<file path="config.mk">
export PLATFORM = sky130hd
export DESIGN_NAME = down_timer
export DESIGN_NICKNAME = d
export VERILOG_FILES = /design/src/rtl/down_timer_pkg.sv /design/src/rtl/down_timer.sv
export SDC_FILE = /design/constraint.sdc
export NUM_CORES = 1
export LEC_CHECK = 0
export ABC_AREA = 1
export BUFFER_PORTS_ARGS = -buffer_cell sky130_fd_sc_hd__buf_2
export CORE_ASPECT_RATIO = 1.2
export CORE_UTILIZATION = 35
export DETAILED_ROUTE_END_ITERATION = 10
export PLACE_DENSITY = 0.63
export SLEW_MARGIN = 20
export SYNTH_ARGS = -nofsm -noshare
export SYNTH_HDL_FRONTEND = slang
export SYNTH_SLANG_ARGS = --single-unit
export TNS_END_PERCENT = 10
</file>
<file path="constraint.sdc">
create_clock -name NEclk -period 1.95 [get_ports NEclk]
set_input_delay 0.195 -clock NEclk [delete_from_list [all_inputs] [get_ports NEclk]]
set_output_delay 0.195 -clock NEclk [all_outputs]
set_load 0.03 [all_outputs]
</file>
<file path="src/rtl/down_timer_pkg.sv">
// Shared definitions for the programmable down-timer and the control FSMs that consume its state encoding.
package down_timer_pkg;

   localparam int DEFAULT_BITS = 29;
   localparam int STATE_W      = 2;

   typedef enum logic [STATE_W-1:0] {
      ST_IDLE   = 2'd0,
      ST_RUN    = 2'd1,
      ST_PAUSED = 2'd2,
      ST_DONE   = 2'd3
   } timer_state_e;

endpackage

</file>
<file path="src/rtl/down_timer.sv">
// Programmable interval timer: counts a loaded period down on the falling clock edge and
// emits a one-cycle Tick on expiry, either once (ending in DONE) or with auto-reload.
module down_timer
   import down_timer_pkg::*;
#(
   parameter int BITS = DEFAULT_BITS
) (
   input  logic            NEclk,
   input  logic            Nreset,
   input  logic            Load,
   input  logic [BITS-1:0] Period,
   input  logic            Start,
   input  logic            Stop,
   input  logic            AutoReload,
   output logic [BITS-1:0] count,
   output logic            Busy,
   output logic            Tick,
   output logic            Done
);

   localparam logic [BITS-1:0] ONE  = BITS'(1);
   localparam logic [BITS-1:0] ZERO = '0;

   timer_state_e    state_q, state_d;
   logic [BITS-1:0] count_q, count_d;
   logic [BITS-1:0] period_q, period_d;
   logic            tick_q, tick_d;
   logic            done_q, done_d;
   logic            start_go;

   // Stop outranks Start everywhere, so a simultaneous pair never starts anything.
   assign start_go = Start & ~Stop;

   always_comb begin
      state_d  = state_q;
      count_d  = count_q;
      period_d = period_q;
      tick_d   = 1'b0;
      done_d   = done_q;

      if (Load) begin
         period_d = Period;
         count_d  = Period;
         state_d  = ST_IDLE;
         done_d   = 1'b0;
      end else begin
         unique case (state_q)
            ST_IDLE: begin
               if (start_go && (period_q != ZERO)) begin
                  state_d = ST_RUN;
               end
            end
            ST_RUN: begin
               if (Stop) begin
                  state_d = ST_PAUSED;
               end else if (count_q > ONE) begin
                  count_d = count_q - ONE;
               end else begin
                  // Expiry; a zero count here is unreachable and is simply retired to DONE.
                  tick_d = (count_q == ONE);
                  if (AutoReload && (count_q == ONE)) begin
                     count_d = period_q;
                  end else begin
                     count_d = ZERO;
                     state_d = ST_DONE;
                     done_d  = 1'b1;
                  end
               end
            end
            ST_PAUSED: begin
               if (start_go) begin
                  state_d = ST_RUN;
               end
            end
            ST_DONE: begin
               if (start_go) begin
                  count_d = period_q;
                  done_d  = 1'b0;
                  state_d = ST_RUN;
               end
            end
            default: begin
               state_d = ST_IDLE;
            end
         endcase
      end
   end

   always_ff @(negedge NEclk or negedge Nreset) begin
      if (!Nreset) begin
         state_q  <= ST_IDLE;
         count_q  <= ZERO;
         period_q <= ZERO;
         tick_q   <= 1'b0;
         done_q   <= 1'b0;
      end else begin
         state_q  <= state_d;
         count_q  <= count_d;
         period_q <= period_d;
         tick_q   <= tick_d;
         done_q   <= done_d;
      end
   end

   assign count = count_q;
   assign Busy  = (state_q == ST_RUN);
   assign Tick  = tick_q;
   assign Done  = done_q;

endmodule

</file>
==> results.cfg, run 1 <==
[final_layout]
seq_area_sq_mm = 0.00155
nets = 798
n_fill_cell = 1152
n_antenna_cell = 0
multi_input_area_sq_mm = 0.00235
area_growth_syn_to_layout_pct = 39.5
drive_gt1_share_pct = 30.5

[setup_path]
criticalPathCategory = flop to primary output
cp.arrival_ns = 2.08
cpMaxStageDelayCell = dfrtn_1
cpMostUsedCell = inv_2
crit_chain = inv_2 -> nand2_2 -> inv_2 -> buf_6
r2r_setup_slack_ns = -0.03
cp_max_fo = 2
end_kind = primary output
start_kind = flop
cpPeakStageDelay_ns = 0.45
required_ns = 1.75

[global_routing]
grt_pass1_vias = 4257
gr-usage-all-layers_pct = 22.3
grt_pass1_wl_um = 21100
grt_max_degree = 63
antenna_found_initial = 0
grt_overflow_total = 0

[pwr]
p_per_area_mw_per_mm2 = 1040
switchingPower_mw = 2.32
max-vdd-ir-drop_mv = 0.372
p_int_mw = 3.80
combPwrFrac_pct = 42.7
switching_share_pct = 38.0
power_mw = 6.12
power.leakage_nw = 2.91
seqPwrFrac_pct = 28.7
clockPowerShare_pct = 28.6

[yosys]
avgSynthCellArea_sq_um = 6.54
synth_area_sq_mm = 0.00421
synth.area.top_cells = dfrtn_1, nand2_1, nor2_1
ys_types = 26
synth_area_leader_cell = dfrtn_1
syn_inst = 644
synth_seq_area_share_pct = 36.9
yosys_warnings = 0
synth_top_area_share_pct = 36.9
ys_ff_latch = 62
synth_nets = 681

[floorplanning]
start_util_pct = 36.2
ioPinCount = 67
die_area_sq_mm = 0.0125
fp.coreArea_sq_mm = 0.0116
die_x_um = 102
rows = 43
die_h_um = 122

[clocking]
clk_latency_ns = 0.35
cts.path.max_buffers = 2
htree_levels = 3
clock-sinks = 62
cts_buffers = 9
cts_root_buffer = clkbuf_16
cts_tree = yes
cts_hold_repair.buffers = 0
path_clk_slew_ns = 0.04

[worst_hold_path]
min_path_type = flop to flop

[sta]
finalHoldViolCount = 0
setup_slack_ns = -0.324
totalNegativeSetupSlack_ns = -5.73
setup_viol = 34
slew_violations = 0
rsz0062_at_grt = true
slew_headroom_pct = 73.0
worst_pin_slew_ns = 0.404
skew_ns = 0.00530

[route]
wl_um = 13300
vias = 4493
drt_iter0_drc = 438
wl_per_cell_um = 14.5
ant_nets = 0
via_per_inst = 4.87
dr.pass1.iters = 6
drc = 0

[run_status]
violations = setup timing
status = complete, but fails checks

[placed_design]
place_ws_ns = -0.357
port_buffers = 66
gp_congestion = 0.969
dp_hpwl_um = 9560

[run]
max_cap_violations = 0
-- routing by layer --
layer | global-route usage [%] | up-vias | wire length, um
met2 | 34.4 | 150 | 6160
li1 | - | 2231 | -
met1 | 30.3 | 2076 | 6040
met5 | 0 | - | 0
met3 | 4.82 | 36 | 781
met4 | 8.66 | 0 | 361
-- sequential cells by signal, summed over array words and instances (netlist names) --
| name | count |
|---|---|
| Done | 1 |
| Tick | 1 |
| state_q | 2 |
| count | 29 |
| period_q | 29 |
-- timing repair --
action                                  4_1_cts  5_1_grt
setup buffers                                16        7
resized for setup                            75       33
pin swaps                                     1        7
endpoints found under the setup margin       34       64
-- power by group through the flow --
stage          Combinational [mW]  Clock, mW  Sequential (mW)
4_1_cts                      2.47       1.77             1.76
5_1_grt                      2.83       1.83             1.78
3_3_place_gp                 2.06          0             1.77
3_5_place_dp                 2.07          0             1.77
6_report                     2.61       1.75             1.76
2_1_floorplan               0.981          0             2.09
-- cell type report --
class	count	area share [%]
well taps	157	3.34
multi-input cells	470	39.9
flip-flops and latches	62	26.4
clock buffers	10	4.07
clock inverters	6	1.45
inverters	86	5.67
repair buffers	132	19.1
-- Yosys cell counts --
cell type	instances
nand3_2	11
nand3b_1	1
nand2_1	168
or2_2	3
nor2_2	7
nor2_1	120
nand2_2	14
dfrtn_1	62
buf_6	1
nor4_1	1
xor2_1	18
o21bai_1	2
ha_1	2
buf_12	1
buf_4	1
clkbuf_1	16
buf_1	2
inv_1	82
buf_2	5
o21ai_0	35
nor2_4	3
inv_2	4
o211ai_1	1
nand4_1	11
a21oi_1	34
nand3_1	39
-- metrics by stage --
stage | instances | hold slack [ns] | utilization (%) | cell area, sq um
final | 923 | 0.440 | 50.5 | 5870
after CTS | 919 | 0.445 | 49.4 | 5740
after floorplan | 644 | 0.443 | - | 4280
after global routing | 923 | 0.455 | 50.5 | 5870
after detailed placement | 887 | 0.419 | 43.6 | 5060
after global placement | 887 | 0.415 | 43.6 | 5060
-- kinds of logic after synthesis --
family / Yosys count / share of synthesized area (%)
flip-flops: 62 / 36.9
XOR/XNOR: 18 / 3.75
AO/OA/AOI/OAI: 72 / 8.74
adder cells (fa/ha/maj): 2 / 0.594
buffers and inverters: 112 / 10.8
AND/OR/NAND/NOR: 378 / 39.3
-- critical path, delay by kind of cell, from the launching register on --
family	cells	cell delay [ns]
and+or+nand+nor	1	0.08
buffers and inverters	3	0.23
DFF	1	0.45
-- final timing paths --
kind                                         from                      end  cells past startpoint
max                        state_q[1]$_DFFE_NN0P_                     Busy                      4
min                              Done$_DFFE_NN0P_         Done$_DFFE_NN0P_                      2
max reg2reg                  count[1]$_DFFE_NN0P_    count[12]$_DFFE_NN0P_                     11
min reg2reg                      Done$_DFFE_NN0P_         Done$_DFFE_NN0P_                      2
max in group asynchronous                  Nreset    count[17]$_DFFE_NN0P_                      2
min in group asynchronous                  Nreset  period_q[5]$_DFFE_NN0P_                      2
-- cells in the final DEF (no fill, tap or decap), types with 3 or more instances in the layout --
| cell type | n |
|---|---|
| dfrtn_1 | 62 |
| buf_12 | 6 |
| a21oi_1 | 22 |
| xor2_1 | 18 |
| inv_1 | 77 |
| o21ai_1 | 3 |
| buf_6 | 35 |
| inv_2 | 7 |
| o21ai_0 | 32 |
| nor2_4 | 5 |
| buf_2 | 33 |
| clkbuf_16 | 9 |
| nor2_1 | 110 |
| a21oi_2 | 12 |
| nor2_2 | 15 |
| nand2_2 | 24 |
| nand3_2 | 18 |
| nand2_1 | 158 |
| buf_4 | 57 |
| nand4_1 | 11 |
| nand3_1 | 32 |
(Power assumes the default switching activity.)
==> inputs of run 2 (changes only) <==
==> constraint.sdc (replaced) <==
create_clock -name NEclk -period 1.95 [get_ports NEclk]
set_input_delay 0.39 -clock NEclk [delete_from_list [all_inputs] [get_ports NEclk]]
set_output_delay 0.39 -clock NEclk [all_outputs]
set_load 0.03 [all_outputs]
==> run 2 against run 1 <==
Net effect:
- the run still ends with setup timing left
- cell area grew 2.4%
- cell count grew 2.4%
- combinational power grew 4%
- clock power down 20%
- wire length fell by 0.42%
- hold slack improved by 0.050 ns
- setup slack worse by 0.16 ns
- critical path depth unchanged
- global-route usage increased by 0.42 points
- utilization up 1.2 points
- highest routed layer unchanged
==> results.cfg, run 2 (synthesis results as in run 1) <==
[run_status]
status = complete, but fails checks
violations = setup timing

[final_layout]
nets = 821
stdcell_area_sq_mm = 0.00602
layout_common_cells = nand2_1, nor2_1, buf_4
final_common_cell = nand2_1
postLayoutCoreUtil_pct = 51.8
area_growth_syn_to_layout_pct = 43.0
n_fill_cell = 1166
drive_gt1_share_pct = 31.7
n_antenna_cell = 0

[floorplanning]
fp.coreArea_sq_mm = 0.0116
die_x_um = 102
die_h_um = 122
die_area_sq_mm = 0.0125
rows = 43
start_util_pct = 36.2
ioPinCount = 67

[pwr]
combPwrFrac_pct = 46.6
power_mw = 5.82
seqPwrFrac_pct = 29.3
switchingPower_mw = 2.27
switching_share_pct = 38.9
clockPowerShare_pct = 24.1
p_per_area_mw_per_mm2 = 967
p_int_mw = 3.55
max-vdd-ir-drop_mv = 0.389
power.leakage_nw = 3.00

[sta]
finalHoldViolCount = 0
setup_slack_ns = -0.483
slew_violations = 0
skew_ns = 0.00756
totalNegativeSetupSlack_ns = -15.45
slew_headroom_pct = 71.5
worst_pin_slew_ns = 0.426
rsz0062_at_grt = true
setup_viol = 62

[worst_hold_path]
min_from = period_q[11]$_DFFE_NN0P_
min_path_type = flop to flop
min_to = period_q[11]$_DFFE_NN0P_
worstHoldPathCells = 2

[clocking]
htree_levels = 3
cts_root_buffer = clkbuf_16
cts_tree = yes
path_clk_slew_ns = 0.04
clk_latency_ns = 0.34
cts_buffers = 9
cts.path.max_buffers = 2
clock-sinks = 62

[global_routing]
grt_max_degree = 49
grt_pass1_vias = 4344
grt_overflow_total = 0
gr-usage-all-layers_pct = 22.7
antenna_found_initial = 0
grt_pass1_wl_um = 21500

[setup_path]
cpMaxStageDelayCell = dfrtn_1
start_kind = flop
rr_startpoint = count[0]$_DFFE_NN0P_
r2r_setup_slack_ns = -0.07
rr_worst_depth = 12
crit_start = state_q[1]$_DFFE_NN0P_
criticalPathCategory = flop to primary output
cp_max_fo = 2
r2r-end = count[22]$_DFFE_NN0P_
cpMostUsedCell = inv_2
end_kind = primary output
crit_chain = inv_2 -> nand2_2 -> inv_2 -> buf_6
cpPeakStageDelay_ns = 0.43
required_ns = 1.56
cp.arrival_ns = 2.04

[route]
dr.pass1.iters = 5
wl_um = 13300
wl_per_cell_um = 14.1
vias = 4456
ant_nets = 0
via_per_inst = 4.72
drc = 0
drt_iter0_drc = 323

[placed_design]
place_ws_ns = -0.554
dp_hpwl_um = 10100
gp_congestion = 0.932
dpl_cell_area_sq_mm = 0.00535
port_buffers = 66

[run]
max_cap_violations = 0
==> run 2: cell count changes in the layout (fill, tap and decap cells not counted), moves of 4 or more <==
cell,change
a21oi_1,-4
a21oi_2,+4
buf_4,+22
clkbuf_1,+4
nand3_1,+4
nand3_2,-5
==> run 2: worst max-delay path, delay by kind of cell, from the launching register on <==
family	cells	cell delay (ns)
buffers and inverters	3	0.22
and+or+nand+nor	1	0.07
DFF	1	0.43
==> run 2: timing repair <==
| action | 4_1_cts | 5_1_grt |
|---|---|---|
| pin swaps | 10 | 9 |
| endpoints found under the hold margin | 0 | 0 |
| setup buffers | 13 | 3 |
| hold buffers | 0 | 0 |
| gates resized for setup | 81 | 27 |
| setup endpoints to repair | 62 | 68 |
==> run 2: worst max-delay path by stage <==
stage	slack, ns	cells after the start	to
5_1_grt	-0.52	4	Busy
4_1_cts	-0.48	4	Busy
3_5_place_dp	-0.55	9	count[12]$_DFFE_NN0P_
3_3_place_gp	-0.54	9	count[13]$_DFFE_NN0P_
2_1_floorplan	-0.34	10	count[11]$_DFFE_NN0P_
6_report	-0.48	4	Busy
==> run 2: layer usage <==
| layer | share of wire [%] | wire length, um | track usage [%] | vias up |
|---|---|---|---|---|
| li1 | - | - | - | 2269 |
| met4 | 2.3 | 302 | 9.02 | 0 |
| met5 | 0 | 0 | 0 | - |
| met1 | 45 | 6000 | 30.4 | 2047 |
| met2 | 47 | 6310 | 36.5 | 117 |
| met3 | 5.1 | 674 | 3.56 | 23 |
==> run 2: through the flow <==
step,hold slack [ns],instances
floorplan,0.443,644
global placement,0.479,921
detailed placement,0.492,921
CTS,0.495,949
global route,0.515,945
finish,0.490,945
==> run 2: area by class of cell <==
class,count,area (sq um),share of cell area [%]
clock inverter,2,10.0,0.166
tap,157,196,3.26
multi-input combinational,470,2360,39.2
clock buffer,13,240,3.99
sequential,62,1550,25.8
timing repair buffer,155,1330,22.1
inverter,86,333,5.53
==> run 2: power groups by stage <==
| stage | logic, mW | clock network, mW | registers, mW |
|---|---|---|---|
| floorplan | 0.982 | 0 | 2.09 |
| finish | 2.71 | 1.40 | 1.70 |
| global route | 2.96 | 1.48 | 1.72 |
| CTS | 2.68 | 1.43 | 1.71 |
| global placement | 2.30 | 0 | 1.68 |
| detailed placement | 2.31 | 0 | 1.69 |
